## src/rtl/muldiv_pkg.sv

```systemverilog
// Shared types and constants for the iterative RV32M multiply/divide unit.
package muldiv_pkg;

    typedef enum logic [2:0] {
        OP_MUL    = 3'b000,
        OP_MULH   = 3'b001,
        OP_MULHSU = 3'b010,
        OP_MULHU  = 3'b011,
        OP_DIV    = 3'b100,
        OP_DIVU   = 3'b101,
        OP_REM    = 3'b110,
        OP_REMU   = 3'b111
    } muldiv_op_e;

    typedef enum logic [1:0] {
        IDLE,
        CALC,
        FIN
    } muldiv_state_e;

    localparam int          MULDIV_ITER = 32;
    localparam logic [31:0] DIV0_QUOT   = 32'hFFFF_FFFF;
    localparam logic [31:0] INT_MIN     = 32'h8000_0000;

    // Magnitude of a 32-bit operand; INT_MIN maps to itself, read as unsigned.
    function automatic logic [31:0] mag32(input logic [31:0] v, input logic as_signed);
        return (as_signed && v[31]) ? (32'd0 - v) : v;
    endfunction

endpackage

```

## src/rtl/muldiv_unit.sv

```systemverilog
// Iterative RV32M multiply/divide: shift-add multiply and restoring divide on
// unsigned magnitudes, 32 iterations, sign fixup in a final cycle.
module muldiv_unit
    import muldiv_pkg::*;
(
    input  logic        Clk,
    input  logic        Reset,
    input  logic        Start,
    input  logic [2:0]  Funct3,
    input  logic [31:0] OpA,
    input  logic [31:0] OpB,
    input  logic [4:0]  Rd,
    output logic        Busy,
    output logic        Done,
    output logic [31:0] Result,
    output logic [4:0]  RdOut,
    output logic        WrEn
);

    muldiv_state_e state_reg, state_next;
    muldiv_op_e    op_reg;
    logic [4:0]    rd_reg;
    logic [31:0]   m_reg;          // multiplicand or divisor
    logic [63:0]   acc_reg;        // product, or dividend/quotient in [31:0]
    logic [32:0]   rem_reg;
    logic          neg_reg;
    logic          div_zero_reg;
    logic [4:0]    cnt_reg;
    logic          done_reg;
    logic [31:0]   result_reg;
    logic [4:0]    rdout_reg;

    muldiv_op_e    op_in;
    logic          a_signed, b_signed, sign_in;
    logic [31:0]   a_mag, b_mag;
    logic          is_mul_in;

    logic [32:0]   mul_sum;
    logic [63:0]   mul_next;
    logic [33:0]   div_shift, div_diff;
    logic          div_ge;
    logic [32:0]   rem_next;
    logic [31:0]   quot_next;

    logic [63:0]   prod;
    logic [31:0]   quot, remv, fin_result;

    assign op_in     = muldiv_op_e'(Funct3);
    assign is_mul_in = ~Funct3[2];

    always_comb begin
        a_signed = 1'b0;
        b_signed = 1'b0;
        sign_in  = 1'b0;
        case (op_in)
            OP_MULH, OP_DIV: begin
                a_signed = 1'b1;
                b_signed = 1'b1;
                sign_in  = OpA[31] ^ OpB[31];
            end
            OP_MULHSU: begin
                a_signed = 1'b1;
                sign_in  = OpA[31];
            end
            OP_REM: begin
                a_signed = 1'b1;
                b_signed = 1'b1;
                sign_in  = OpA[31];
            end
            default: ;
        endcase
    end

    assign a_mag = mag32(OpA, a_signed);
    assign b_mag = mag32(OpB, b_signed);

    // Multiply step: add multiplicand into the high half when the low bit is set,
    // then shift the whole 65-bit {carry, acc} right by one.
    assign mul_sum  = {1'b0, acc_reg[63:32]} + (acc_reg[0] ? {1'b0, m_reg} : 33'd0);
    assign mul_next = {mul_sum, acc_reg[31:1]};

    // Restoring divide step: shift in the next dividend bit, subtract if it fits.
    assign div_shift = {rem_reg, acc_reg[31]};
    assign div_diff  = div_shift - {2'b00, m_reg};
    assign div_ge    = ~div_diff[33];
    assign rem_next  = div_ge ? div_diff[32:0] : div_shift[32:0];
    assign quot_next = {acc_reg[30:0], div_ge};

    // Division by zero leaves |A| as the remainder, so the dividend-sign fixup
    // already reproduces OpA; only the quotient needs an explicit override.
    assign prod = neg_reg ? (64'd0 - acc_reg) : acc_reg;
    assign quot = neg_reg ? (32'd0 - acc_reg[31:0]) : acc_reg[31:0];
    assign remv = neg_reg ? (32'd0 - rem_reg[31:0]) : rem_reg[31:0];

    always_comb begin
        fin_result = 32'd0;
        case (op_reg)
            OP_MUL:                      fin_result = prod[31:0];
            OP_MULH, OP_MULHSU, OP_MULHU: fin_result = prod[63:32];
            OP_DIV, OP_DIVU:             fin_result = div_zero_reg ? DIV0_QUOT : quot;
            default:                     fin_result = remv;
        endcase
    end

    always_comb begin
        state_next = state_reg;
        case (state_reg)
            IDLE: if (Start) state_next = CALC;
            CALC: if (cnt_reg == 5'(MULDIV_ITER - 1)) state_next = FIN;
            FIN:  state_next = IDLE;
            default: state_next = IDLE;
        endcase
    end

    always_ff @(posedge Clk or posedge Reset) begin
        if (Reset) begin
            state_reg <= IDLE;
        end else begin
            state_reg <= state_next;
        end
    end

    always_ff @(posedge Clk or posedge Reset) begin
        if (Reset) begin
            op_reg       <= OP_MUL;
            rd_reg       <= 5'd0;
            m_reg        <= 32'd0;
            acc_reg      <= 64'd0;
            rem_reg      <= 33'd0;
            neg_reg      <= 1'b0;
            div_zero_reg <= 1'b0;
            cnt_reg      <= 5'd0;
            done_reg     <= 1'b0;
            result_reg   <= 32'd0;
            rdout_reg    <= 5'd0;
        end else begin
            done_reg <= 1'b0;
            case (state_reg)
                IDLE: begin
                    if (Start) begin
                        op_reg       <= op_in;
                        rd_reg       <= Rd;
                        m_reg        <= is_mul_in ? a_mag : b_mag;
                        acc_reg      <= {32'd0, is_mul_in ? b_mag : a_mag};
                        rem_reg      <= 33'd0;
                        neg_reg      <= sign_in;
                        div_zero_reg <= (OpB == 32'd0);
                        cnt_reg      <= 5'd0;
                    end
                end
                CALC: begin
                    cnt_reg <= cnt_reg + 5'd1;
                    if (op_reg[2]) begin
                        acc_reg <= {acc_reg[63:32], quot_next};
                        rem_reg <= rem_next;
                    end else begin
                        acc_reg <= mul_next;
                    end
                end
                FIN: begin
                    result_reg <= fin_result;
                    rdout_reg  <= rd_reg;
                    done_reg   <= 1'b1;
                end
                default: ;
            endcase
        end
    end

    assign Busy   = (state_reg != IDLE);
    assign Done   = done_reg;
    assign Result = result_reg;
    assign RdOut  = rdout_reg;
    assign WrEn   = done_reg && (rdout_reg != 5'd0);

endmodule

```

## config.mk

```make
export PLATFORM = sky130hd
export DESIGN_NAME = muldiv_unit
export DESIGN_NICKNAME = d
export VERILOG_FILES = /design/src/rtl/muldiv_pkg.sv /design/src/rtl/muldiv_unit.sv
export SDC_FILE = /design/constraint.sdc
export NUM_CORES = 1
export LEC_CHECK = 0
export CAP_MARGIN = 0
export CORE_UTILIZATION = 61
export DETAILED_ROUTE_END_ITERATION = 10
export PLACE_DENSITY = 0.88
export REMOVE_ABC_BUFFERS = 1
export SLEW_MARGIN = 15
export SYNTH_ARGS = -nofsm -noshare
export SYNTH_HDL_FRONTEND = slang
export SYNTH_SLANG_ARGS = --single-unit
```

## constraint.sdc

```tcl
create_clock -name Clk -period 8.1 [get_ports Clk]
set_clock_uncertainty 0.1 [all_clocks]
set_input_delay 1.62 -clock Clk [delete_from_list [all_inputs] [get_ports Clk]]
set_output_delay 1.62 -clock Clk [all_outputs]
set_load 0.02 [all_outputs]
```

==> parameters.txt <==
Parameter                              Value

Run status
  Result of the run    complete, no violations

Clock network
  CTS clock-pin slew for the worst setup and hold paths    0.09 ns
  Cts repair resizes    0
  Number of buffers inserted by hold repair at cts    0
  TritonCTS clock tree    yes
  Number of buffers added for setup after CTS    0
  Number of buffers added by the clock tree synthesis step    17
  Clk sink count    184
  Clock latency reported for the late side of the worst-skew pair    0.46 ns
  Master cell of the clock root buffer    sky130_fd_sc_hd__clkbuf_16
  H-tree depth reported by CTS    4
  Maximum number of buffers from clock root to sink    2

Drt
  Detailed Route Iter0 Violations    1829
  Total number of vias    15900
  Remaining DRCs    0
  Detail-routed net length per standard cell    21.3 um
  Antenna-violating nets left    0
  Length of the first detailed-routing pass in iterations    8
  Vias per cell    6.68
  Routed wire length    50700 um

Synthesis
  Proportion of synthesized area in mux cells    2.93%
  Flop and latch count out of synthesis    184
  Syn avg cell area    7.85 um2
  Area of the mapped netlist    15700 um2
  Adder-cell share of the synthesized area    5.83%
  Yosys synthesis warning count    0
  Cell types with the highest counts after synthesis    sky130_fd_sc_hd__nand2_1, sky130_fd_sc_hd__o21ai_0, sky130_fd_sc_hd__dfrtp_1
  Post-synth EDFFs    0
  Dominant combinational cell family by area after synthesis    compound AO/OA/AOI/OAI gates
  Distinct cells, synth    83
  Dominant cell by count in the synthesized netlist    sky130_fd_sc_hd__nand2_1
  Share of flip-flops with an asynchronous set or reset    100%
  Top-area cell type share of the netlist area    29.3%
  Synth area leaders    sky130_fd_sc_hd__dfrtp_1, sky130_fd_sc_hd__nand2_1, sky130_fd_sc_hd__o21ai_0
  Simple-gate share of the synthesized area    20.2%
  Sequential share of the synthesized area    29.3%
  Area fraction in compound gates after synthesis    25.9%
  XOR/XNOR Fraction of Synth Area    11.0%
  Gate count after technology mapping    2000
  Area leader, netlist    sky130_fd_sc_hd__dfrtp_1
  Most common flop cell mapped by yosys    sky130_fd_sc_hd__dfrtp_1

Finish
  Flip-flop count of the largest register, all copies and words added    64
  Fraction of layout instances using a drive strength above 1    4.59%
  Area Growth Syn to Fin    11.6%
  Final cell count without fillers    2377
  Number of nets in the layout    2181
  Number of diodes added for antenna fixing    0

Global route
  Pin count of the biggest net entering global routing    109
  Global-route wire length before repair    80300 um
  Antenna violations before repair    0
  Total grt overflow    0
  Total GRT Usage    39.2%
  Number of global-route vias before repair    14900

Floorplan
  IO Count    115
  Die Area    26400 um2
  Core area    25300 um2
  Height of the die    162 um
  Horizontal die dimension    162 um
  Std cell rows    58
  Initial cell density of the core    62.2%

Timing
  Final-layout worst hold slack    0.369 ns
  Max-slew headroom at the worst pin    24.2%
  Final Cycle Share    61.2%
  Count of pins over their slew limit    0
  Highest attainable clock frequency    0.202 GHz
  Setup repair after global routing missed its margin    no
  Final hold vios    0
  Clock period minus worst slack    4.96 ns
  Final setup violating endpoints    0
  Actual transition at the worst max-transition pin    1.14 ns
  Final TNS setup    0 ns

Min path
  Classification of the worst-slack hold path    reg -> reg
  Hold wc startpoint    Result[5]$_DFFE_PP0P_

Power
  Leak pwr    0.00723 uW
  Worst VDD drop    0.237 mV
  Power Density    441 nW/um2

Worst setup path
  Crit path kind    in -> reg
  Startpoint type of the worst setup path    primary input
  Flop2flop setup slack    3.77 ns
  Endpoint type of the worst setup path    flop
  Crit path largest cell delay    0.80 ns
  Required time at the endpoint of the critical path    8.32 ns
  Cell type of the slowest stage on the worst timing path    sky130_fd_sc_hd__nor4_1
  CP dominant cell by count    sky130_fd_sc_hd__or4_1
  Critical path's top delay family    simple AND/OR/NAND/NOR gates
  Worst Path Max Fanout    5
  First element of the critical path    OpA[7]
  Data arrival time at the worst-slack endpoint    5.18 ns
  Source of the worst register-to-register timing path    rem_reg[0]$_DFFE_PP0P_
  Buffers plus inverters on the worst setup path    1
  Ordered cell list for the critical path    clkdlybuf4s50_1, or4_1, or4_1, nor4_1, nand4_1, o31ai_1, xor2_1, nand2_1, o211ai_1, a22oi_1

Placement
  Final Wtd Congestion    1.01
  Post-detailed-placement half-perimeter wirelength    38200 um
  Number of I/O port buffers    114
  Placed Instances    2345

Job
  Max Cap Violations    0
==> area by class of cell <==
cell class,count,area [um2]
fill,2036,7720
inverter,69,267
clock inverter,14,170
tap,330,413
multi-input combinational,1628,10400
clock buffer,18,439
sequential,184,4610
timing repair buffer,134,1290
==> per-stage QoR <==
step,power [uW],util (%),cell area (um2),setup slack [ns]
floorplan,5270,-,15200,1.38
global placement,6500,67.0,16900,2.75
detailed placement,6650,67.0,16900,2.71
CTS,7570,69.4,17500,3.18
global route,8280,69.4,17500,3.00
finish,7730,69.4,17500,3.14
==> worst register-to-register path, cell delays in order (launching register included) <==
cell	delay [ns]
sky130_fd_sc_hd__dfrtp_1	0.58
sky130_fd_sc_hd__ha_1	0.30
sky130_fd_sc_hd__nor2b_1	0.14
sky130_fd_sc_hd__o31a_1	0.28
sky130_fd_sc_hd__o311ai_0	0.60
sky130_fd_sc_hd__a21oi_1	0.31
sky130_fd_sc_hd__or2_2	0.37
sky130_fd_sc_hd__a221o_2	0.56
sky130_fd_sc_hd__buf_4	0.34
sky130_fd_sc_hd__o211ai_1	0.20
sky130_fd_sc_hd__o31ai_1	0.09
sky130_fd_sc_hd__nor4_1	0.34
==> layout by cell type (no fill, tap or decap), drive strengths merged, types with 11 or more instances in the layout <==
cell type and n:
nand2b 13, o21a 14, nor4 21, or3 28
o21ai 211, clkbuf 18, dfrtp 184, and2 11
a21oi 127, nand4 11, a211oi 43, buf 21
ha 70, a221oi 17, o41ai 20, or4 24
xnor2 104, mux2i 46, a31oi 29, nor2 162
clkdlybuf4s50 113, nand3 31, inv 79, o211ai 32
o31ai 37, a21o 23, nand2 279, xor2 93
nor2b 21, nor3 34
==> per-layer routing <==
layer / global-route usage [%] / up-vias / wire length (um)
li1: - / 7301 / -
met3: 7.72 / 183 / 4380
met1: 48.8 / 7547 / 20000
met2: 61.9 / 836 / 22800
met5: 0 / - / 0
met4: 25.3 / 0 / 3520
==> cells by family (layout without fill, tap and decap cells) <==
logic type | after synthesis | after routing
AO/OA/AOI/OAI | 638 | 638
XOR/XNOR | 197 | 197
adder cells (fa/ha/maj) | 72 | 72
buffers and inverters | 188 | 235
flip-flops | 184 | 184
multiplexers | 46 | 46
AND/OR/NAND/NOR | 675 | 675
==> worst paths after layout <==
check | end | cells past startpoint
max | acc_reg[29]$_DFFE_PP0P_ | 10
min | Result[5]$_DFFE_PP0P_ | 2
max reg2reg | rem_reg[32]$_DFFE_PP0P_ | 11
min reg2reg | Result[5]$_DFFE_PP0P_ | 2
max in group asynchronous | m_reg[25]$_DFFE_PP0P_ | 3
min in group asynchronous | rd_reg[0]$_DFFE_PP0P_ | 2
==> power breakdown <==
part / leakage [uW] / internal (uW) / total (uW) / switching, uW
sequential: 0.00226 / 1300 / 1920 / 620
combinational: 0.00467 / 1950 / 4920 / 2980
clock: 0.000298 / 430 / 880 / 450
total: 0.00723 / 3680 / 7730 / 4050
Note: power is estimated with default switching activity, not from simulation.
